**config.mk**
```make
export PLATFORM = sky130hd
export DESIGN_NAME = adder_chunk_seq
export DESIGN_NICKNAME = d
export VERILOG_FILES = /design/src/rtl/adder_pkg.sv /design/src/rtl/adder_chunk_add.sv /design/src/rtl/adder_chunk_seq.sv
export SDC_FILE = /design/constraint.sdc
export NUM_CORES = 1
export LEC_CHECK = 0
export ABC_AREA = 1
export CORE_ASPECT_RATIO = 1.2
export CORE_MARGIN = 1
export CORE_UTILIZATION = 51
export CTS_CLUSTER_SIZE = 28
export DETAILED_ROUTE_END_ITERATION = 8
export PLACE_DENSITY = 0.9
export SYNTH_ARGS = -nofsm -noshare
export SYNTH_HDL_FRONTEND = slang
export SYNTH_SLANG_ARGS = --single-unit
export TNS_END_PERCENT = 50
```
**constraint.sdc**
```tcl
create_clock -name clk -period 9.6 [get_ports clk]
set_clock_uncertainty 0.2 [all_clocks]
set_input_delay 0.96 -clock clk [delete_from_list [all_inputs] [get_ports clk]]
set_output_delay 0.96 -clock clk [all_outputs]
set_load 0.005 [all_outputs]
```
**src/rtl/adder_pkg.sv**
```systemverilog
// Shared adder definitions: architecture selectors, sequencer FSM states, clog2 helper.
package adder_pkg;

    localparam int ARCH_RCA = 0;
    localparam int ARCH_CLA = 1;
    localparam int ARCH_BEH = 2;

    localparam int ADDER_SEQ_DEF_CHUNK = 16;

    typedef enum logic [1:0] {
        SEQ_IDLE,
        SEQ_RUN,
        SEQ_DONE
    } adder_seq_state_t;

    function automatic int clog2(input int v);
        int r;
        int x;
        r = 0;
        x = v - 1;
        while (x > 0) begin
            r++;
            x = x >>> 1;
        end
        return r;
    endfunction

endpackage

```
**src/rtl/adder_chunk_add.sv**
```systemverilog
// Combinational CHUNK-bit adder {cout,sum} = a + b + cin; structure chosen by ARCH.
module adder_chunk_add
    import adder_pkg::*;
#(
    parameter int CHUNK = ADDER_SEQ_DEF_CHUNK,
    parameter int ARCH  = ARCH_RCA
) (
    input  logic [CHUNK-1:0] a,
    input  logic [CHUNK-1:0] b,
    input  logic             cin,
    output logic [CHUNK-1:0] sum,
    output logic             cout
);

    generate
        if (ARCH == ARCH_RCA) begin : g_rca
            logic [CHUNK:0] c;
            always_comb begin
                c    = '0;
                c[0] = cin;
                for (int unsigned i = 0; i < CHUNK; i++)
                    c[i+1] = (a[i] & b[i]) | (c[i] & (a[i] ^ b[i]));
            end
            assign sum  = a ^ b ^ c[CHUNK-1:0];
            assign cout = c[CHUNK];
        end else if (ARCH == ARCH_CLA) begin : g_cla
            // Kogge-Stone prefix; cin folded into bit 0's generate.
            // Descending i keeps gg[i-d]/pp[i-d] at the previous stage's values.
            logic [CHUNK-1:0] p0;
            logic [CHUNK-1:0] gg;
            logic [CHUNK-1:0] pp;
            logic [CHUNK:0]   c;
            always_comb begin
                p0    = a ^ b;
                gg    = a & b;
                pp    = p0;
                gg[0] = gg[0] | (p0[0] & cin);
                for (int unsigned d = 1; d < CHUNK; d = d * 2) begin
                    for (int unsigned i = CHUNK - 1; i >= d; i--) begin
                        gg[i] = gg[i] | (pp[i] & gg[i-d]);
                        pp[i] = pp[i] & pp[i-d];
                    end
                end
                c = {gg, cin};
            end
            assign sum  = p0 ^ c[CHUNK-1:0];
            assign cout = c[CHUNK];
        end else begin : g_beh
            assign {cout, sum} = {1'b0, a} + {1'b0, b} + {{CHUNK{1'b0}}, cin};
        end
    endgenerate

endmodule

```
**src/rtl/adder_chunk_seq.sv**
```systemverilog
// Multi-cycle wide adder: feeds CHUNK bits per cycle through one slice adder.
// Optional macro ADDER_SEQ_B2B_EN: accept new operands on the result handshake cycle.
module adder_chunk_seq
    import adder_pkg::*;
#(
    parameter int WIDTH = 64,
    parameter int CHUNK = ADDER_SEQ_DEF_CHUNK,
    parameter int ARCH  = ARCH_RCA
) (
    input  logic             clk,
    input  logic             rst,
    input  logic             in_valid,
    output logic             in_ready,
    input  logic [WIDTH-1:0] in_a,
    input  logic [WIDTH-1:0] in_b,
    input  logic             in_cin,
    output logic             out_valid,
    input  logic             out_ready,
    output logic [WIDTH-1:0] out_sum,
    output logic             out_cout,
    output logic             out_ovf,
    output logic             busy
);

    localparam int NCHUNK = WIDTH / CHUNK;
    localparam int IDXW   = (clog2(NCHUNK) > 1) ? clog2(NCHUNK) : 1;
    localparam logic [IDXW-1:0] LAST = IDXW'(NCHUNK - 1);

    generate
        if (CHUNK < 1 || (WIDTH % CHUNK) != 0) begin : g_bad_cfg
            $error("adder_chunk_seq: WIDTH must be a positive multiple of CHUNK");
        end
    endgenerate

    adder_seq_state_t state, nstate;

    logic [WIDTH-1:0] a_q, b_q, sum_q;
    logic             carry_q, cout_q, ovf_q;
    logic [IDXW-1:0]  idx;
    logic [CHUNK-1:0] a_slice, b_slice, slice_sum;
    logic             slice_cout;
    logic             accept;

    assign a_slice = CHUNK'(a_q >> (CHUNK * int'(idx)));
    assign b_slice = CHUNK'(b_q >> (CHUNK * int'(idx)));

    adder_chunk_add #(
        .CHUNK (CHUNK),
        .ARCH  (ARCH)
    ) u_add (
        .a    (a_slice),
        .b    (b_slice),
        .cin  (carry_q),
        .sum  (slice_sum),
        .cout (slice_cout)
    );

    always_ff @(posedge clk or posedge rst) begin
        if (rst) state <= SEQ_IDLE;
        else     state <= nstate;
    end

    always_comb begin
        nstate    = state;
        in_ready  = 1'b0;
        out_valid = 1'b0;
        busy      = 1'b0;
        case (state)
            SEQ_IDLE: begin
                in_ready = 1'b1;
                if (in_valid) nstate = SEQ_RUN;
            end
            SEQ_RUN: begin
                busy = 1'b1;
                if (idx == LAST) nstate = SEQ_DONE;
            end
            SEQ_DONE: begin
                busy      = 1'b1;
                out_valid = 1'b1;
`ifdef ADDER_SEQ_B2B_EN
                in_ready = out_ready;
                if (out_ready) nstate = in_valid ? SEQ_RUN : SEQ_IDLE;
`else
                if (out_ready) nstate = SEQ_IDLE;
`endif
            end
            default: nstate = SEQ_IDLE;
        endcase
    end

    assign accept = in_valid & in_ready;

    // Sum reg is cleared on accept, so each chunk can simply be OR-ed into place.
    always_ff @(posedge clk or posedge rst) begin
        if (rst) begin
            a_q     <= '0;
            b_q     <= '0;
            sum_q   <= '0;
            carry_q <= 1'b0;
            cout_q  <= 1'b0;
            ovf_q   <= 1'b0;
            idx     <= '0;
        end else if (accept) begin
            a_q     <= in_a;
            b_q     <= in_b;
            carry_q <= in_cin;
            sum_q   <= '0;
            idx     <= '0;
        end else if (state == SEQ_RUN) begin
            sum_q   <= sum_q | (WIDTH'(slice_sum) << (CHUNK * int'(idx)));
            carry_q <= slice_cout;
            if (idx == LAST) begin
                cout_q <= slice_cout;
                ovf_q  <= (a_q[WIDTH-1] == b_q[WIDTH-1]) &&
                          (slice_sum[CHUNK-1] != a_q[WIDTH-1]);
            end else begin
                idx <= idx + 1'b1;
            end
        end
    end

    assign out_sum  = sum_q;
    assign out_cout = cout_q;
    assign out_ovf  = ovf_q;

endmodule

```
Word level (Yosys, flattened, before mapping):

Cells that the tools add are included.

* add/sub/neg operators: 1
* eq/ne operators: 9
* shift-type cells: 3
* mux-type cells: 14
* bitwise operators: 69
* reduce and logical (&&, ||, !) cells: 7

Operator list (count)
* 2-to-1 mux 64 bit: 2
* >> shifter 64 x 6 -> 16 bit: 2
* OR 64 bit: 1
* left shift 16 x 6 -> 64 bit: 1
* bitwise AND 1 bit: 33
* bitwise XOR 16 bit: 2
* OR 1 bit: 16
* bitwise XOR 1 bit: 16
* 2-to-1 mux 2 bit: 6
* != test 2 bit (second input constant): 3
* case mux 2 bit (3 select lines): 1
* AND reduction 3 bit: 2
* 2-to-1 mux 1 bit: 5
* equality test 2 bit (second input constant): 2
* adder 2 x 1 -> 2 bit (second input constant): 1
* equality test 2 x 1 -> 1 bit (second input constant): 1
* logical NOT 2 bit: 1
* != test 2 x 1 -> 1 bit (second input constant): 1
* AND reduction 2 bit: 1
* nonzero test 2 bit: 1
* OR reduction 2 bit: 1
* equality test 1 bit: 1
* logical AND 1 bit: 1
* != test 1 bit: 1
* NOT 1 bit: 1

* register bits after elaboration: 199
* bits of input ports: 133
* output and inout port bits: 69

Longest topological paths before layout:

* word-level depth: 37
* depth in mapped cells: 30
* gate-level depth less buffers: 28

By module:

A second synthesis with hierarchy kept.

* cells, all modules: 1128
* area, all modules: 9596.7 sq um

Modules (own cells, without submodules)
* adder_chunk_seq: instances 1, cells each 1102, area each 9238.9 sq um, seq. area each 4979.8 sq um
* adder_chunk_add: instances 1, cells each 26, area each 357.8 sq um, seq. area each 0.0 sq um

Worst setup path before layout:

Ideal clock, no wire load.

* path kind: register -> register
* from: reg idx[0]
* to: reg sum_q[15], in the netlist out_sum[15]
* library setup time: 0.124 ns
* data arrival time: 7.721 ns
* required time: 9.276 ns
* path slack: 1.556 ns
* stages on the path, launching flop included: 30
* buffers on the path: 3
* period minus slack after synthesis: 8.044 ns
* cell sequence: dfrtp_1 buf_2 buf_4 buf_2 nand2_1 nand3_1 nand2_1 fa_1 fa_1 fa_1 fa_1 fa_1 fa_1 fa_1 fa_1 inv_1 fa_1 fa_1 inv_1 fa_1 fa_1 fa_1 fa_1 inv_1 fa_1 fa_1 inv_1 nor2_1 nand2_1 a21oi_1

* word-level cells in the longest chain between the ends: 37

RTL lines
* from (decl): line adder_chunk_seq.sv:39 `logic [IDXW-1:0] idx;`
* from (signal assigned): line adder_chunk_seq.sv:117 `idx <= idx + 1'b1;`
* >> shifter 64 x 6 -> 16 bit, on equally long branches: line adder_chunk_seq.sv:44, adder_chunk_seq.sv:45
* bitwise XOR 1 bit: line adder_chunk_add.sv:22 `c[i+1] = (a[i] & b[i]) | (c[i] & (a[i] ^ b[i]));`
* bitwise AND 1 bit: line adder_chunk_add.sv:22
* OR 1 bit: line adder_chunk_add.sv:22
* bitwise AND 1 bit: line adder_chunk_add.sv:22
* OR 1 bit: line adder_chunk_add.sv:22
* bitwise AND 1 bit: line adder_chunk_add.sv:22
* OR 1 bit: line adder_chunk_add.sv:22
* [21 not listed]
* OR 1 bit: line adder_chunk_add.sv:22
* bitwise AND 1 bit: line adder_chunk_add.sv:22
* OR 1 bit: line adder_chunk_add.sv:22
* bitwise XOR 16 bit: line adder_chunk_add.sv:24 `assign sum = a ^ b ^ c[CHUNK-1:0];`
* left shift 16 x 6 -> 64 bit *: line adder_chunk_seq.sv:110 `sum_q <= sum_q | (WIDTH'(slice_sum) << (CHUNK * int'(idx)));`
* OR 64 bit *: line adder_chunk_seq.sv:110
* 2-to-1 mux 64 bit *: line adder_chunk_seq.sv:109 `end else if (state == SEQ_RUN) begin`
* 2-to-1 mux 64 bit *: line adder_chunk_seq.sv:103 `end else if (accept) begin`
* to (signal assigned): line adder_chunk_seq.sv:110
* to (decl): line adder_chunk_seq.sv:37 `logic [WIDTH-1:0] a_q, b_q, sum_q;`

Every way passes the cells marked *; elsewhere a longest branch is shown, timed or not. The select of a mux whose other input is x is not followed.
A chain may end at the register's enable or synchronous reset.

Worst setup path in the final report:

Same ends and word-level chain as after synthesis.

==> run_results.csv <==
group,metric,value,unit
final_layout,area_growth_syn_to_layout,28.4,%
pwr,powerDensity,357,nW/um2
setup_path,cpMostUsedCell,"fa_1",
detailed_routing,routed_via_density,5.33,
detailed_routing,postRouteWirelength,25100,um
detailed_routing,drc,0,
synthesis,syn_nets,1285,
setup_path,r2r_cells,27,
setup_path,r2r_setup_slack,1110,ps
place,dp.cells,1497,
die,std_cell_rows,53,
cts,cts.repair.resized,0,
global_route,gr-total-overflow,0,
timing,worstMarginPinSlew,1180,ps
setup_path,cp_slowest_cell,"fa_1",
place,dp_hpwl,18100,um
setup_path,reg2reg_from,"idx[0]",
detailed_routing,drt-initial-drc-count,952,
timing,fin_crit,8490,ps
final_layout,drive_gt1_share,3.97,%
timing,fin_tns_setup,0,ps
timing,fin_hold_ws,288,ps
die,start_util,52.2,%
setup_path,cp.required,9680,ps
run_status,status,"finished, final reports clean",
cts,htree_num_levels,4,
timing,post-route-period-util,88.4,%
detailed_routing,routedWlPerCell,16.4,um
synthesis,syn_avg_cell_area,8.11,um2
setup_path,critPathMaxStageDelay,480,ps
setup_path,start_kind,"register",
worst_hold_path,whs_path_depth,2,
synthesis,yosysSeqAreaShare,54.3,%
timing,hold_violations,0,
pwr,power,4.21,mW
die,die_w,124,um
synthesis,synth_edf_count,0,
worst_hold_path,worstHoldPathType,"reg2reg",
synthesis,ys_warn_count,0,
setup_path,critical_path_class,"reg2reg",
setup_path,rr_endpoint,"out_sum[15]",
synthesis,synth_top_cell_area_share,54.3,%
synthesis,ys_types,22,
cts,cts_buffer_depth,2,
final_layout,stdcell_count,1529,
global_route,grt_usage,28.0,%
die,dieArea,18500,um2
setup_path,crit_buf_inv,5,
global_route,grt_pass1_vias,7999,
setup_path,crit_arrival,8570,ps
synthesis,netlist_instances,1131,
die,io_pins,202,
final_layout,fin_util,67.0,%
synthesis,synth_seq_cells,199,
global_route,grt_max_degree,116,
timing,setup_viol,0,
global_route,grt_pass1_wl,40200,um
synthesis,synthFlopType,"dfrtp_1",
worst_hold_path,whs_endpoint,"a_q[16]",
cts,cts_tree,"yes",
detailed_routing,ant_nets,0,
detailed_routing,vias,8154,
cts,insertion_delay,440,ps
synthesis,async_reset_ff_share,100,%
place,place.gp.congestion,0.882,
worst_hold_path,hold_path_startpoint,"a_q[16]",
timing,max_freq,118,MHz
timing,relSlewSlack,21.1,%
setup_path,critPathCaptureType,"register",
die,core,17600,um2
final_layout,antenna_cells,0,
setup_path,path_delay_family,"adder cells",
place,io_buffers,201,
final_layout,fin_nets,1450,
synthesis,yosys.area.top_type,"dfrtp_1",
pwr,p_leak,5.79,nW
pwr,peakVddDrop,0.000188,V
setup_path,path_max_fanout,28,
synthesis,netlist_area,9170,um2
cts,cts_root_buffer,"clkbuf_16",
synthesis,synthTopCellsByArea,"dfrtp_1 (54%), nand2_1 (23%), fa_1 (3.5%)",
global_route,antenna_found_initial,0,
detailed_routing,dr.pass1.iters,6,
timing,drv_slew,0,
cts,cts.sinks,199,
timing,rsz0062_at_grt,"false",
cts,postCtsSetupBuffers,0,
cts,cts_buffers,17,
cts,clk_pin_slew_worst_paths,70,ps
cts,ctsHoldBuffers,0,
run,cap_violations,0,
die,die_height,149,um
==> report_power, final <==
| part | internal, mW | switching, mW | total (mW) |
|---|---|---|---|
| combinational | 0.794 | 1.27 | 2.06 |
| sequential | 1.20 | 0.240 | 1.44 |
| clock | 0.379 | 0.331 | 0.710 |
| total | 2.37 | 1.84 | 4.21 |
==> per-layer routing <==
metal / up-vias / GRT usage (%) / routed length [um]
met5: - / 0 / 0
met4: 0 / 13.9 / 1150
met3: 86 / 5.85 / 1820
met2: 458 / 47.0 / 12400
met1: 3802 / 34.6 / 9720
li1: 3808 / - / -
==> placed cells by master (no fill, tap or decap), drive strengths merged <==
master         netlist  final
fa                  16     16
o21ai               19     19
clkbuf               7     19
clkinvlp             0      1
nand4                6      6
nor2                69     69
clkdlybuf4s50        0    201
ha                   5      5
inv                 72     77
dfrtp              199    199
clkinv               0      6
nand3               51     51
bufinv               0      1
a21oi               61     61
nand2              552    552
buf                 58     10
o211ai              16     16
==> cells in the mapped netlist, types with 5 or more instances <==
library cell and count:
nand2_1 550, a21oi_1 61, o211ai_1 16, o21ai_0 7, nand4_1 6, o21ai_1 12
clkbuf_1 7, ha_1 5, dfrtp_1 199, inv_1 67, buf_2 39, buf_4 14
nor2_1 68, nand3_1 51, fa_1 16
==> cell type report <==
type | count | area [um2]
fill | 1354 | 5800
sequential | 199 | 4980
multi-input combinational | 795 | 3560
timing repair buffer | 211 | 2090
clock buffer | 19 | 453
inverter | 72 | 285
tap | 220 | 275
clock inverter | 13 | 135
==> worst register-to-register path, delay by kind of cell, from the launching register on <==
family	cells	cell delay, ps
compound gates	1	60
buf+inv	5	690
simple gates	5	440
flops	1	420
fa+ha+maj	16	6530
==> state kept, by name (all words and copies together) (netlist names) <==
| signal | cells |
|---|---|
| out_sum | 64 |
| out_cout | 1 |
| carry_q | 1 |
| a_q | 64 |
| out_ovf | 1 |
| b_q | 64 |
| idx | 2 |
| state | 2 |
==> cells by family after synthesis <==
| kind of cell | Yosys count | synth area share (%) |
|---|---|---|
| adder cells (fa/ha/maj) | 21 | 4.17 |
| flip-flops | 199 | 54.3 |
| AND/OR/NAND/NOR | 678 | 28.9 |
| buffers and inverters | 137 | 6.98 |
| AO/OA/AOI/OAI | 96 | 5.67 |
==> per-stage QoR <==
step	worst slack (ps)	cell area, um2
global placement	1330	11200
CTS	1110	11800
floorplan	1560	9170
detailed placement	1150	11200
global route	715	11800
finish	1110	11800
==> worst max-delay path by stage <==
stage                start          end  slack, ps  depth (start not counted)
floorplan           idx[0]  out_sum[15]       1560                         29
global placement    idx[0]  out_sum[15]       1330                         27
detailed placement  idx[0]  out_sum[15]       1150                         27
CTS                 idx[0]  out_sum[15]       1110                         27
global route        idx[0]  out_sum[15]        710                         27
finish              idx[0]  out_sum[15]       1110                         27
Note: power is estimated with default switching activity, not from simulation.
